===== config.mk =====
export PLATFORM = sky130hd
export DESIGN_NAME = top_alu
export DESIGN_NICKNAME = d
export VERILOG_FILES = /design/src/rtl/top_alu.sv
export SDC_FILE = /design/constraint.sdc
export NUM_CORES = 1
export LEC_CHECK = 0
export ABC_AREA = 1
export ABC_CLOCK_PERIOD_IN_PS = 800
export CAP_MARGIN = 20
export CORE_ASPECT_RATIO = 0.7
export CORE_MARGIN = 3
export CORE_UTILIZATION = 30
export DETAILED_ROUTE_END_ITERATION = 10
export HOLD_SLACK_MARGIN = 0.12
export PLACE_DENSITY_LB_ADDON = 0.2
export SYNTH_ARGS = -nofsm -noshare
export SYNTH_HDL_FRONTEND = slang
export SYNTH_SLANG_ARGS = --single-unit

===== constraint.sdc =====
create_clock -name clk -period 0.8 [get_ports clk]
set_input_delay 0.12 -clock clk [delete_from_list [all_inputs] [get_ports clk]]
set_output_delay 0.12 -clock clk [all_outputs]
set_load 0.005 [all_outputs]

===== src/rtl/top_alu.sv =====
// 8-bit, 16-function ALU with a registered 16-bit result.
// Combinational opcode decode feeds a single result register; ex_sel picks signed operands.
module top_alu (
  input  logic        clk,
  input  logic        init,
  input  logic [3:0]  opcode_in,
  input  logic [7:0]  A,
  input  logic [7:0]  B,
  input  logic        ex_sel,
  output logic [15:0] Y
);

  typedef enum logic [3:0] {
    OP_ADD  = 4'd0,  OP_SUB  = 4'd1,  OP_MUL  = 4'd2,  OP_AND = 4'd3,
    OP_OR   = 4'd4,  OP_XOR  = 4'd5,  OP_NAND = 4'd6,  OP_NOR = 4'd7,
    OP_XNOR = 4'd8,  OP_NOT  = 4'd9,  OP_SHL  = 4'd10, OP_SHR = 4'd11,
    OP_DIV  = 4'd12, OP_INC  = 4'd13, OP_DEC  = 4'd14, OP_CMP = 4'd15
  } op_e;

  op_e         op;
  logic [15:0] a_ext, b_ext;
  logic [15:0] y_next;

  logic [7:0]  shr_val;
  logic [7:0]  a_mag, b_mag, b_div;
  logic [7:0]  q_mag, r_mag, quo, rem;
  logic        gt, lt;

  assign op    = op_e'(opcode_in);
  assign a_ext = ex_sel ? {{8{A[7]}}, A} : {8'h00, A};
  assign b_ext = ex_sel ? {{8{B[7]}}, B} : {8'h00, B};

  // Signed division runs on magnitudes; |-128| = 8'h80 still fits as an unsigned byte.
  always_comb begin
    a_mag = (ex_sel && A[7]) ? 8'(-A) : A;
    b_mag = (ex_sel && B[7]) ? 8'(-B) : B;
    // Divisor forced nonzero so the divider never yields X; B=0 is overridden below.
    b_div = (b_mag == 8'h00) ? 8'h01 : b_mag;
    q_mag = a_mag / b_div;
    r_mag = a_mag % b_div;
    quo   = (ex_sel && (A[7] ^ B[7])) ? 8'(-q_mag) : q_mag;
    rem   = (ex_sel && A[7])          ? 8'(-r_mag) : r_mag;
  end

  always_comb begin
    if (ex_sel) begin
      shr_val = $signed(A) >>> B[2:0];
      gt      = $signed(A) > $signed(B);
      lt      = $signed(A) < $signed(B);
    end else begin
      shr_val = A >> B[2:0];
      gt      = A > B;
      lt      = A < B;
    end
  end

  // NOTE: every output of a combinational block gets a default first, so no path can infer a latch.
  always_comb begin
    y_next = 16'h0000;
    case (op)
      OP_ADD:  y_next = a_ext + b_ext;
      OP_SUB:  y_next = a_ext - b_ext;
      OP_MUL:  y_next = a_ext * b_ext;
      OP_AND:  y_next = {8'h00, A & B};
      OP_OR:   y_next = {8'h00, A | B};
      OP_XOR:  y_next = {8'h00, A ^ B};
      OP_NAND: y_next = {8'h00, ~(A & B)};
      OP_NOR:  y_next = {8'h00, ~(A | B)};
      OP_XNOR: y_next = {8'h00, ~(A ^ B)};
      OP_NOT:  y_next = {8'h00, ~A};
      OP_SHL:  y_next = {8'h00, 8'(A << B[2:0])};
      OP_SHR:  y_next = {8'h00, shr_val};
      OP_DIV:  y_next = (B == 8'h00) ? 16'hFFFF : {rem, quo};
      OP_INC:  y_next = a_ext + 16'd1;
      OP_DEC:  y_next = a_ext - 16'd1;
      OP_CMP:  y_next = {13'h0000, lt, ~(gt | lt), gt};
      default: y_next = 16'h0000;
    endcase
  end

  // NOTE: sequential state uses non-blocking assignments so every register samples pre-edge values.
  always_ff @(posedge clk or negedge init) begin
    if (!init) Y <= 16'h0000;
    else       Y <= y_next;
  end

endmodule


# Word-level counts from Yosys, hierarchy flattened
# Cells that the tools add are included.
[op_classes]
eq_ne = 15
bitwise = 10
reduce_logical = 6
n_mul = 1
mux = 12
addsub = 8
n_lt_le_gt_ge = 4
div_mod_pow = 2
n_shift = 3
[op_table]
columns = ["operator", "n"]
rows = [
  ["$pmux 16 s16", 1],
  ["$mux 16", 3],
  ["$mux 8", 6],
  ["$eq 4x4->1 const B", 8],
  ["$neg 8->8", 4],
  ["$not 8->8", 4],
  ["$add 16x1->16 const B", 1],
  ["$add 16x16->16", 1],
  ["$eq 4x3->1 const B", 4],
  ["$gt 8x8->1", 2],
  ["$logic_not 8->1", 2],
  ["$lt 8x8->1", 2],
  ["$mul 16x16->16", 1],
  ["$sub 16x1->16 const B", 1],
  ["$sub 16x16->16", 1],
  ["$and 8x8->8", 1],
  ["$div 8x8->8", 1],
  ["$eq 4x2->1 const B", 2],
  ["$mod 8x8->8", 1],
  ["$or 8x8->8", 1],
  ["$shl 8x3->8", 1],
  ["$shr 8x3->8", 1],
  ["$sshr 8x3->8", 1],
  ["$xor 8x8->8", 1],
  ["other kinds (7)", 10],
]
[word_totals]
ff_bits = 16
elab_cells = 62
in_bits = 23
out_inout_bits = 16

# Logic depth before layout (Yosys ltp)
# Gate-level depths: netlist of the first run.
[depth]
word_depth = 9
ltp_mapped = 95
depth_no_buf = 93

# Worst setup path after synthesis of the first run
# Ideal clock, no wire load.
[synth_timing]
kind = "input -> register"
startpoint = "input B[1]"
endpoint = "register Y[15]"
path_slack_ns = -10.586
required_time_ns = 0.676
arrival_time_ns = 11.261
setup_time_ns = 0.124
cell_stages = 89
cell_sequence = "inv_1 -> clkbuf_1 -> clkbuf_1 -> ha_1 -> inv_1 -> nor2_2 -> nand4_2 -> nand3_2 -> nand2_2 -> nor2_8 -> nand3_2 -> nand2_1 -> inv_1 -> ha_1 -> nor2_1 -> nor2_2 -> nand2_1 -> nand2_2 -> (+53 left out) -> and2_1 -> ha_1 -> a21oi_1 -> o21ai_1 -> nand2_1 -> nand3_2 -> o21ai_0 -> nand3_1 -> nor2_2 -> nand3_2 -> nor2_4 -> nand3_2 -> nand2_2 -> nand2_2 -> nand3_1 -> nand3_1 -> nand2_1 -> nand3_1"
[synth_via]
elab_chain_cells = 9
[synth_lines]
columns = ["element", "line_no", "source"]
rows = [
  ["start, declared", "8", "input logic [7:0] B,"],
  ["$neg 8->8", "36", "b_mag = (ex_sel && B[7]) ? 8'(-B) : B;"],
  ["$mux 8", "36", ""],
  ["$logic_not 8->1", "38", "b_div = (b_mag == 8'h00) ? 8'h01 : b_mag;"],
  ["$mux 8", "38", ""],
  ["$mod 8x8->8", "40", "r_mag = a_mag % b_div;"],
  ["$neg 8->8", "42", "rem = (ex_sel && A[7]) ? 8'(-r_mag) : r_mag;"],
  ["$mux 8", "42", ""],
  ["$mux 16", "73", "OP_DIV: y_next = (B == 8'h00) ? 16'hFFFF : {rem, quo};"],
  ["$pmux 16 s16 *", "60", "case (op)"],
  ["named net y_next[15]", "22", "logic [15:0] y_next;"],
  ["end signal, assigned", "84", "else Y <= y_next;"],
  ["end, declared", "10", "output logic [15:0] Y"],
]
# The timed path passes the listed nets; every way through them passes the cells marked *.

# Final worst setup path of the first run
[layout_timing]
startpoint = "input B[1]"
endpoint = "register Y[6]"
[layout_via]
elab_chain_cells = 9
[layout_lines]
columns = ["element", "line_no", "source"]
rows = [
  ["$neg 8->8", "36", ""],
  ["$mux 8", "36", ""],
  ["$logic_not 8->1", "38", ""],
  ["$mux 8", "38", ""],
  ["$div 8x8->8", "39", "q_mag = a_mag / b_div;"],
  ["$neg 8->8", "41", "quo = (ex_sel && (A[7] ^ B[7])) ? 8'(-q_mag) : q_mag;"],
  ["$mux 8", "41", ""],
  ["$mux 16", "73", ""],
  ["$pmux 16 s16 *", "60", ""],
  ["named net y_next[6]", "22", ""],
]
# Marks and branches as above.

==> results.md, run 1 <==
* Routed Antenna Nets at 0
* Root buffer cell: clkbuf_16
* Peak supply drop at 1.281 mV
* Max-slew headroom at a little under three fifths
* F_max at 0.09884 GHz
* Synthesized Nets at 1585
* CP Max Fanout at 8
* DR WL/cell at 17.05 um
* Worst setup margin at -9.317 ns
* I/O Buffers at 38
* Most common cell after layout, fill and taps aside: buf_4
* Placed wire-length estimate at 30.76 mm
* Post-synthesis async set-or-reset flop share at 100.0%
* TritonCTS clock tree: yes
* Largest net degree at the start of global routing at 21
* Htree depth at 1
* Vias after detailed routing at 10850
* Commonest non-fill, non-tap cells in the layout: 487 x buf_4, 247 x inv_1, 239 x nand2_1
* Layout area overhead at 62.43%
* Critical path class: in -> reg
* RSZ-0062 raised after global routing: yes
* Final setup TNS at -148.11 ns
* Most flop-heavy register: Y
* Final setup violating endpoints at 32
* Family with the most delay on the worst path: simple AND/OR/NAND/NOR gates
* Die area at 32710 um2
* GP Congestion at 0.9686
* Crit path time final at between 10 and 15 ns
* Core area at 29470 um2
* Ant. Diodes at 0
* Clk pin slew, worst setup/hold paths at 0.07 ns
* Num CTS Buffers at 3
* Pre-CTS worst setup slack at -10.24 ns
* Most used DFF post-synth: dfrtp_1
* Gr usage total at 23.04%
* Most frequent CP cell: nand2_2
* Setup crit end kind: register
* Crit share post-route at 1265%
* First-pass GRT wire length at ~60 mm
* Mean Syn Cell Area at around 6.8 um2
* Worst-margin pin slew at 0.6672 ns
* CP Launch Type: primary input
* Yosys cell types at 62
* DRT Pass-1 Iters at 7
* Final Routed Wirelength at 38.75 mm
* GRT overflow at 0
* Mapped cell area at 9163 um2
* # rows at 52
* Seq/Total Area, Yosys at under 10%
* Initial core utilization at a little under a third
* Largest registers: Y x16
* Clock Sinks at 16
* Die width at 214.9 um
* P_leak at around 0.008 uW
* Hold/Removal Path Class: in -> async
* Min Hold Slack at around 0.18 ns
* Die H at 152.2 um
* Iteration-0 DRC count of the detailed router at 835
* I/O pin count at 39
* Max clock buf depth at 2
* Worst Path Buf+Inv at 23
* Drt drc at 0
* Number of antenna violations at the first check in global routing at 0
* Slowest cell on crit path: or2_2
* EDFF count, synth at 0
* Number of synthesized register bits at 16
* Failing checks: setup timing
* Pins Over Slew Limit at 0
* Critical Path AT at 10.26 ns
* Max-Cap Viols at 0
* Post-Synthesis Cells at 1352
* Max FFs per register at 16
* Vias in the first global route at 10730
* Max stage delay on crit path at 0.32 ns
* Vias per cell at around 4.8
* Outcome: finished with violations
* Worst EP required at 0.95 ns
* Final hold vios at 0
* Layout cells sized above 1 at around 41%
* Yosys warns at 0
* PwrDens at 2158 nW/um2
* Tot Pwr at roughly 32000 uW
* Nets@finish at around 2100
* Fillers at 2880
[through the flow]
| step | std cells | area (um2) | utilization (%) |
|---|---|---|---|
| after floorplan | 1352 | 9485 | - |
| after global placement | 2168 | 13240 | 44.91 |
| after detailed placement | 2168 | 13240 | 44.91 |
| after CTS | 2253 | 14290 | 48.48 |
| after global routing | 2273 | 14880 | 50.50 |
| final | 2273 | 14880 | 50.50 |
[cell families (layout without fill, tap and decap cells)]
family / count (synthesis) / after routing / synth area share (%)
adders and majority gates: 210 / 210 / 35.15
and+or+nand+nor: 551 / 551 / 28.43
xor gates and xnor gates: 55 / 55 / 5.257
DFF: 16 / 16 / 4.370
muxes: 1 / 1 / 0.1092
AOI/OAI and AO/OA: 209 / 209 / 13.53
buffers and inverters: 310 / 826 / 13.15
[path summary, 6_finish.rpt]
kind | startpoint | end | cells past startpoint
max in group asynchronous | init | Y[9]$_DFF_PN0_ | 2
min | init | Y[5]$_DFF_PN0_ | 2
min in group clk | B[1] | Y[5]$_DFF_PN0_ | 5
max | B[1] | Y[6]$_DFF_PN0_ | 85
[metal layers]
metal  vias up  share of wire, %  wire, um  GRT usage [%]
met5         -                 0         0              0
met4         0               1.7       656          4.210
met3        43               7.3      2841          4.325
met2       348                40     15450          32.40
met1      5091                51     19800          36.25
li1       5363                 -         -              -
[layout make-up]
cell class / instances / area [um2] / area share (%)
Timing Repair Buffer: 542 / 4155 / 27.92
Sequential cell: 16 / 400.4 / 2.690
Clock buffer: 3 / 75.07 / 0.5044
Tap cell: 405 / 506.7 / 3.405
Inverter: 281 / 1111 / 7.465
Multi-Input combinational cell: 1026 / 8635 / 58.02
[repair_timing]
action | CTS | global route
cloned | 0 | 0
hold buffers | 0 | 0
pin swaps | 84 | 104
endpoints found under the setup margin | 32 | 32
gates resized for setup | 209 | 99
setup buffers | 82 | 23
hold endpoints to repair | 0 | 0
[synth_stat cells (4+ instances only)]
| library cell | count | area [um2] |
|---|---|---|
| nand2_2 | 13 | 81.33 |
| a31oi_1 | 4 | 25.02 |
| o21ai_1 | 5 | 25.02 |
| buf_4 | 4 | 30.03 |
| dfrtp_1 | 16 | 400.4 |
| nor2_4 | 5 | 56.30 |
| nand4_1 | 13 | 81.33 |
| buf_2 | 6 | 30.03 |
| and2_1 | 6 | 37.54 |
| clkbuf_1 | 16 | 60.06 |
| nor2_2 | 7 | 43.79 |
| nand2_1 | 283 | 1062 |
| inv_1 | 270 | 1013 |
| or2_2 | 13 | 81.33 |
| xor2_1 | 35 | 306.5 |
| a221oi_1 | 6 | 52.55 |
| o22ai_1 | 4 | 25.02 |
| o21ai_0 | 68 | 340.3 |
| nand3b_1 | 5 | 37.54 |
| a21oi_1 | 72 | 360.4 |
| a21o_1 | 4 | 30.03 |
| fa_1 | 79 | 1582 |
| o21bai_1 | 6 | 45.04 |
| o211ai_1 | 9 | 67.56 |
| a211oi_1 | 6 | 45.04 |
| inv_2 | 6 | 22.52 |
| nand3_2 | 18 | 180.2 |
| nor4_1 | 5 | 31.28 |
| ha_1 | 131 | 1639 |
| o2111ai_1 | 5 | 43.79 |
| nand3_1 | 58 | 290.3 |
| xnor2_1 | 20 | 175.2 |
| nor2_1 | 94 | 352.8 |
| nor3_1 | 17 | 85.08 |
[where the power goes]
part	switching (uW)	leakage [uW]	total [uW]	internal, uW
logic	15000	0.00767	29800	14800
clock network	466	0.0000370	1130	664
registers	102	0.000205	1140	1040
Power figures use the tool's default switching activity.
==> inputs of run 2 (changes only) <==
--- a/config.mk
+++ b/config.mk
@@ -14,6 +14,8 @@
 export DETAILED_ROUTE_END_ITERATION = 10
 export HOLD_SLACK_MARGIN = 0.12
 export PLACE_DENSITY_LB_ADDON = 0.2
+export RECOVER_POWER = 50
+export REMOVE_ABC_BUFFERS = 1
 export SYNTH_ARGS = -nofsm -noshare
 export SYNTH_HDL_FRONTEND = slang
 export SYNTH_SLANG_ARGS = --single-unit
==> results.md, run 2 (same netlist as run 1, synthesis figures left out) <==
* RSZ-0062 raised after global routing: yes (unchanged)
* Number of antenna violations at the first check in global routing at 0 (unchanged)
* Core area at 29470 um2 (unchanged)
* Peak supply drop at 1.377 mV (was 1.281 mV)
* DR WL/cell at 16.74 um (was 17.05 um)
* Worst setup margin at -9.474 ns (was -9.317 ns)
* Hold/Removal Path Class: in -> async (unchanged)
* Layout area overhead at 59.92% (was 62.43%)
* Final setup violating endpoints at 32 (unchanged)
* Most common cell after layout, fill and taps aside: buf_4 (unchanged)
* Outcome: finished with violations (unchanged)
* Clock Sinks at 16 (unchanged)
* I/O pin count at 39 (unchanged)
* Sw Pwr at 15700 uW (was 15600 uW)
* Max-slew headroom at 61.36% (was 55.35%)
* Max stage delay on crit path at 0.52 ns (was 0.32 ns)
* Hold-fix buffers at CTS at 0 (unchanged)
* Critical Path AT at 10.42 ns (was 10.26 ns)
* Gr usage total at 22.45% (was 23.04%)
* Initial core utilization at 31.09% (unchanged)
* I/O Buffers at 38 (unchanged)
* Vias per cell at 4.755 (was 4.771)
* TritonCTS clock tree: yes (unchanged)
* Setup crit end kind: register (unchanged)
* Largest registers: Y x16 (unchanged)
* Vias in the first global route at 10580 (was 10730)
* Slowest cell on crit path: clkdlybuf4s50_1 (was or2_2)
* Die width at 214.9 um (unchanged)
* Num CTS Buffers at 3 (unchanged)
* Drt drc at 0 (unchanged)
* F_max at 0.09733 GHz (was 0.09884 GHz)
* Vias after detailed routing at 10700 (was 10850)
* Worst-margin pin slew at 0.5736 ns (was 0.6672 ns)
* Commonest non-fill, non-tap cells in the layout: 462 x buf_4, 247 x inv_1, 245 x nand2_1 (was 487 x buf_4, 247 x inv_1, 239 x nand2_1)
* P_leak at 0.007789 uW (was 0.007908 uW)
* Critical path class: in -> reg (unchanged)
* Nets@finish at 2081 (was 2103)
* Worst EP required at 0.94 ns (was 0.95 ns)
* Tot Pwr at 32670 uW (was 32110 uW)
* Max-Cap Viols at 0 (unchanged)
* CP Max Fanout at 8 (unchanged)
* Sw Ratio at 48.06% (was 48.57%)
* Root buffer cell: clkbuf_16 (unchanged)
* DRT Pass-1 Iters at 5 (was 7)
* # placed instances at 2171 (was 2168)
* Pins Over Slew Limit at 0 (unchanged)
* Placed wire-length estimate at 30.00 mm (was 30.76 mm)
* First-pass GRT wire length at 58.44 mm (was 59.75 mm)
* # rows at 52 (unchanged)
* GP Congestion at 0.9355 (was 0.9686)
* Min Hold Slack at 0.2938 ns (was 0.1841 ns)
* Part of the power in combinational logic at 93.0% (was 92.9%)
* Final hold vios at 0 (unchanged)
* CP Launch Type: primary input (unchanged)
* Seq pwr share at 3.5% (about the same)
* Cell Int Power at 16970 uW (was 16520 uW)
* Clk pin slew, worst setup/hold paths at 0.06 ns (was 0.07 ns)
* Final Routed Wirelength at 37.68 mm (was 38.75 mm)
* PwrDens at 2229 nW/um2 (was 2158 nW/um2)
* Crit share post-route at 1284% (was 1265%)
* Die area at 32710 um2 (unchanged)
* Crit path time final at 10.27 ns (was 10.12 ns)
* Clk pwr share at 3.5% (about the same)
* Largest net degree at the start of global routing at 21 (unchanged)
* Iteration-0 DRC count of the detailed router at 779 (was 835)
* Ant. Diodes at 0 (unchanged)
* Die H at 152.2 um (unchanged)
* GRT overflow at 0 (unchanged)
* Failing checks: setup timing (unchanged)
* Routed Antenna Nets at 0 (unchanged)
* Layout cells sized above 1 at 40.25% (was 41.38%)
* Most flop-heavy register: Y (unchanged)
* Fillers at 2876 (was 2880)
* Max FFs per register at 16 (unchanged)
* Max clock buf depth at 2 (unchanged)
* Htree depth at 1 (unchanged)
* Non-Filler Instances at 2251 (was 2273)
run 2: worst paths after layout:
check / start / end / slack (ns) / cells after the start
max in group asynchronous: init / Y[12]$_DFF_PN0_ / 0.11 / 2
min: init / Y[0]$_DFF_PN0_ / 0.29 / 2
min in group clk: B[1] / Y[5]$_DFF_PN0_ / 0.52 / 5
max: A[1] / Y[14]$_DFF_PN0_ / -9.47 / 81
run 2: timing repair:
item                                    4_1_cts  5_1_grt
pin swaps                                    83      123
endpoints found under the hold margin         0        0
resized for setup                           237      122
gates cloned                                  0        0
buffers inserted                             49       29
endpoints found under the setup margin       32       32
run 2: layout make-up:
class	instances	area [um2]	area share, %
multi-input cells	1026	8586	58.59
flip-flops and latches	16	400.4	2.732
inverters	281	1105	7.540
well taps	405	506.7	3.458
repair buffers	520	3980	27.16
clock buffers	3	75.07	0.5123
run 2: critical path, delay by kind of cell:
family / cells / cell delay (ns)
AO/OA/AOI/OAI: 12 / 1.90
buffers and inverters: 19 / 2.49
adder cells (fa/ha/maj): 7 / 1.90
AND/OR/NAND/NOR: 43 / 3.98
run 2: power groups by stage:
stage                     sequential [uW]  combinational (uW)  clock, uW
after floorplan                      1140               13600          0
after global placement               1160               24600          0
after detailed placement             1150               24700          0
after CTS                            1140               27800       1140
after global routing                 1160               33800       1160
final                                1140               30400       1140
run 2: metal layers:
layer	global-route usage, %	routed length, um	part of all wire, %
met3	4.844	2830	7.5
met2	31.73	15220	40
met5	0	0	0
met4	2.944	466	1.2
met1	35.30	19160	51
run 2: per-stage QoR:
stage | TNS [ns] | area, um2 | util, % | setup WS [ns]
6_report | -150.45 | 14650 | 49.72 | -9.474
2_1_floorplan | -161.48 | 9016 | - | -10.41
3_5_place_dp | -172.21 | 12970 | 44.00 | -10.84
5_1_grt | -161.06 | 14650 | 49.72 | -10.17
4_1_cts | -147.67 | 14000 | 47.51 | -9.303
3_3_place_gp | -167.43 | 12970 | 44.00 | -10.56
==> inputs of run 3 (changes only) <==
--- a/config.mk
+++ b/config.mk
@@ -9,7 +9,6 @@
 export ABC_CLOCK_PERIOD_IN_PS = 800
 export CAP_MARGIN = 20
 export CORE_ASPECT_RATIO = 0.7
-export CORE_MARGIN = 3
 export CORE_UTILIZATION = 30
 export DETAILED_ROUTE_END_ITERATION = 10
 export HOLD_SLACK_MARGIN = 0.12
@@ -19,3 +18,4 @@
 export SYNTH_ARGS = -nofsm -noshare
 export SYNTH_HDL_FRONTEND = slang
 export SYNTH_SLANG_ARGS = --single-unit
+export TNS_END_PERCENT = 5
==> results.md, run 3 (same netlist as run 1, synthesis figures left out) <==
* Gr usage total at 24.21% (was 22.45%)
* Critical Path AT at 10.28 ns (was 10.42 ns)
* Crit share post-route at 1268% (was 1284%)
* First-pass GRT wire length at 58.53 mm (was 58.44 mm)
* Cell Int Power at 16410 uW (was 16970 uW)
* Nets@finish at 2065 (was 2081)
* Worst Path Buf+Inv at 20 (was 19)
* Critical path class: in -> reg (unchanged)
* Drt drc at 0 (unchanged)
* Layout cells sized above 1 at 38.31% (was 40.25%)
* I/O pin count at 39 (unchanged)
* Largest net degree at the start of global routing at 21 (unchanged)
* TritonCTS clock tree: yes (unchanged)
* I/O Buffers at 38 (unchanged)
* Number of antenna violations at the first check in global routing at 0 (unchanged)
* Peak supply drop at 3.149 mV (was 1.377 mV)
* Die area at 31260 um2 (was 32710 um2)
* Max-slew headroom at 58.11% (was 61.36%)
* Vias after detailed routing at 10560 (was 10700)
* Clk pwr share at 3.6% (was 3.5%)
* Initial core utilization at 30.50% (was 31.09%)
* Pins Over Slew Limit at 0 (unchanged)
* Die H at 148.2 um (was 152.2 um)
* CP Launch Type: primary input (unchanged)
* Most flop-heavy register: Y (unchanged)
* Largest registers: Y x16 (unchanged)
* # rows at 53 (was 52)
* DR WL/cell at 16.46 um (was 16.74 um)
* Sw Ratio at 48.10% (was 48.06%)
* Outcome: finished with violations (unchanged)
* Slowest cell on crit path: ha_4 (was clkdlybuf4s50_1)
* Iteration-0 DRC count of the detailed router at 715 (was 779)
* Max stage delay on crit path at 0.29 ns (was 0.52 ns)
* Max clock buf depth at 2 (unchanged)
* Fillers at 3029 (was 2876)
* Non-Filler Instances at 2242 (was 2251)
* Seq pwr share at 3.5% (about the same)
* Core Util, Final at 47.59% (was 49.72%)
* RSZ-0062 raised after global routing: yes (unchanged)
* Family with the most delay on the worst path: simple AND/OR/NAND/NOR gates (unchanged)
* GRT overflow at 0 (unchanged)
* Most common cell after layout, fill and taps aside: buf_4 (unchanged)
* PwrDens at 2211 nW/um2 (was 2229 nW/um2)
* Ant. Diodes at 0 (unchanged)
* F_max at 0.09858 GHz (was 0.09733 GHz)
* Layout area overhead at 56.04% (was 59.92%)
* Worst setup margin at -9.344 ns (was -9.474 ns)
* P_leak at 0.007686 uW (was 0.007789 uW)
* Vias in the first global route at 10310 (was 10580)
* Final setup violating endpoints at 32 (unchanged)
* Clock Sinks at 16 (unchanged)
* Hold/Removal Path Class: in -> async (unchanged)
* Htree depth at 1 (unchanged)
* Final hold vios at 0 (unchanged)
* Num CTS Buffers at 3 (unchanged)
* Routed Antenna Nets at 0 (unchanged)
* Placed wire-length estimate at 30.37 mm (was 30.00 mm)
* GP Congestion at 0.9696 (was 0.9355)
* CP Max Fanout at 8 (unchanged)
* Worst-margin pin slew at 0.6217 ns (was 0.5736 ns)
* Max FFs per register at 16 (unchanged)
* Sw Pwr at 15210 uW (was 15700 uW)
* Core area at 30040 um2 (was 29470 um2)
* Commonest non-fill, non-tap cells in the layout: 455 x buf_4, 252 x inv_1, 249 x nand2_1 (was 462 x buf_4, 247 x inv_1, 245 x nand2_1)
* Worst EP required at 0.94 ns (about the same)
* Vias per cell at 4.711 (was 4.755)
* Register area at 400.4 um2 (unchanged)
* DRT Pass-1 Iters at 5 (unchanged)
* Clk pin slew, worst setup/hold paths at 0.06 ns (about the same)
* Max-Cap Viols at 0 (unchanged)
* Most frequent CP cell: nand2_2
* # placed instances at 2196 (was 2171)
* Setup crit end kind: register (unchanged)
* Final Routed Wirelength at 36.91 mm (was 37.68 mm)
* Root buffer cell: clkbuf_16 (unchanged)
* Failing checks: setup timing (unchanged)
* Multi-input logic area at 8361 um2 (was 8586 um2)
* Crit path time final at 10.14 ns (was 10.27 ns)
* Hold-fix buffers at CTS at 0 (unchanged)
* Part of the power in combinational logic at 92.9% (was 93.0%)
* Die width at 210.9 um (was 214.9 um)
==> run 3: cell types whose count changed in the layout (fill, tap and decap cells not counted), sizes merged <==
cell           previous run  this run
buf                     499       469
clkbuf                    8        20
dlymetal6s2s              1         3
clkdlybuf4s15             0         1
clkdlybuf4s50            11        10
==> run 3: layer usage <==
| metal | vias up | global-route usage, % | wire length [um] |
|---|---|---|---|
| met5 | - | 0 | 0 |
| met4 | 0 | 1.558 | 165 |
| met3 | 17 | 3.590 | 2555 |
| met2 | 295 | 34.22 | 14530 |
| met1 | 4971 | 39.23 | 19660 |
| li1 | 5280 | - | - |
==> run 3: final timing paths <==
check,startpoint,cells after the start,slack [ns],end
worst max-delay path,B[3],82,-9.34,Y[10]$_DFF_PN0_
worst min-delay path,init,2,0.30,Y[0]$_DFF_PN0_
max in group asynchronous,init,2,0.11,Y[15]$_DFF_PN0_
min in group clk,B[1],5,0.54,Y[5]$_DFF_PN0_
==> run 3: metrics by stage <==
stage / area [um2] / setup TNS [ns] / worst slack [ns] / power (uW) / hold slack, ns
6_report: 14300 / -148.64 / -9.344 / 31610 / 0.3038
5_1_grt: 14300 / -159.87 / -10.04 / 35080 / 0.3339
4_1_cts: 13980 / -149.10 / -9.303 / 30270 / 0.1987
3_5_place_dp: 13130 / -172.57 / -10.84 / 26350 / 0.4871
3_3_place_gp: 13130 / -166.26 / -10.46 / 26220 / 0.4895
2_1_floorplan: 9016 / -161.48 / -10.41 / 14750 / -0.1756
==> run 3: area by class of cell <==
cell class                      count  share of cell area [%]
Clock buffer                        3                  0.5251
Tap cell                          412                   3.605
Multi-Input combinational cell   1026                   58.48
Sequential cell                    16                   2.800
Timing Repair Buffer              504                   26.97
Inverter                          281                   7.622
==> run 3: power groups by stage <==
stage               Clock, uW  Sequential [uW]  Combinational, uW
floorplan                   0             1140              13600
global placement            0             1140              25100
finish                   1140             1120              29400
global route             1200             1140              32700
CTS                      1170             1130              28000
detailed placement          0             1140              25200
==> run 3: timing repair <==
item,4_1_cts,5_1_grt
buffers inserted,33,10
resized for setup,169,102
setup endpoints to repair,32,32
pin swaps,75,80
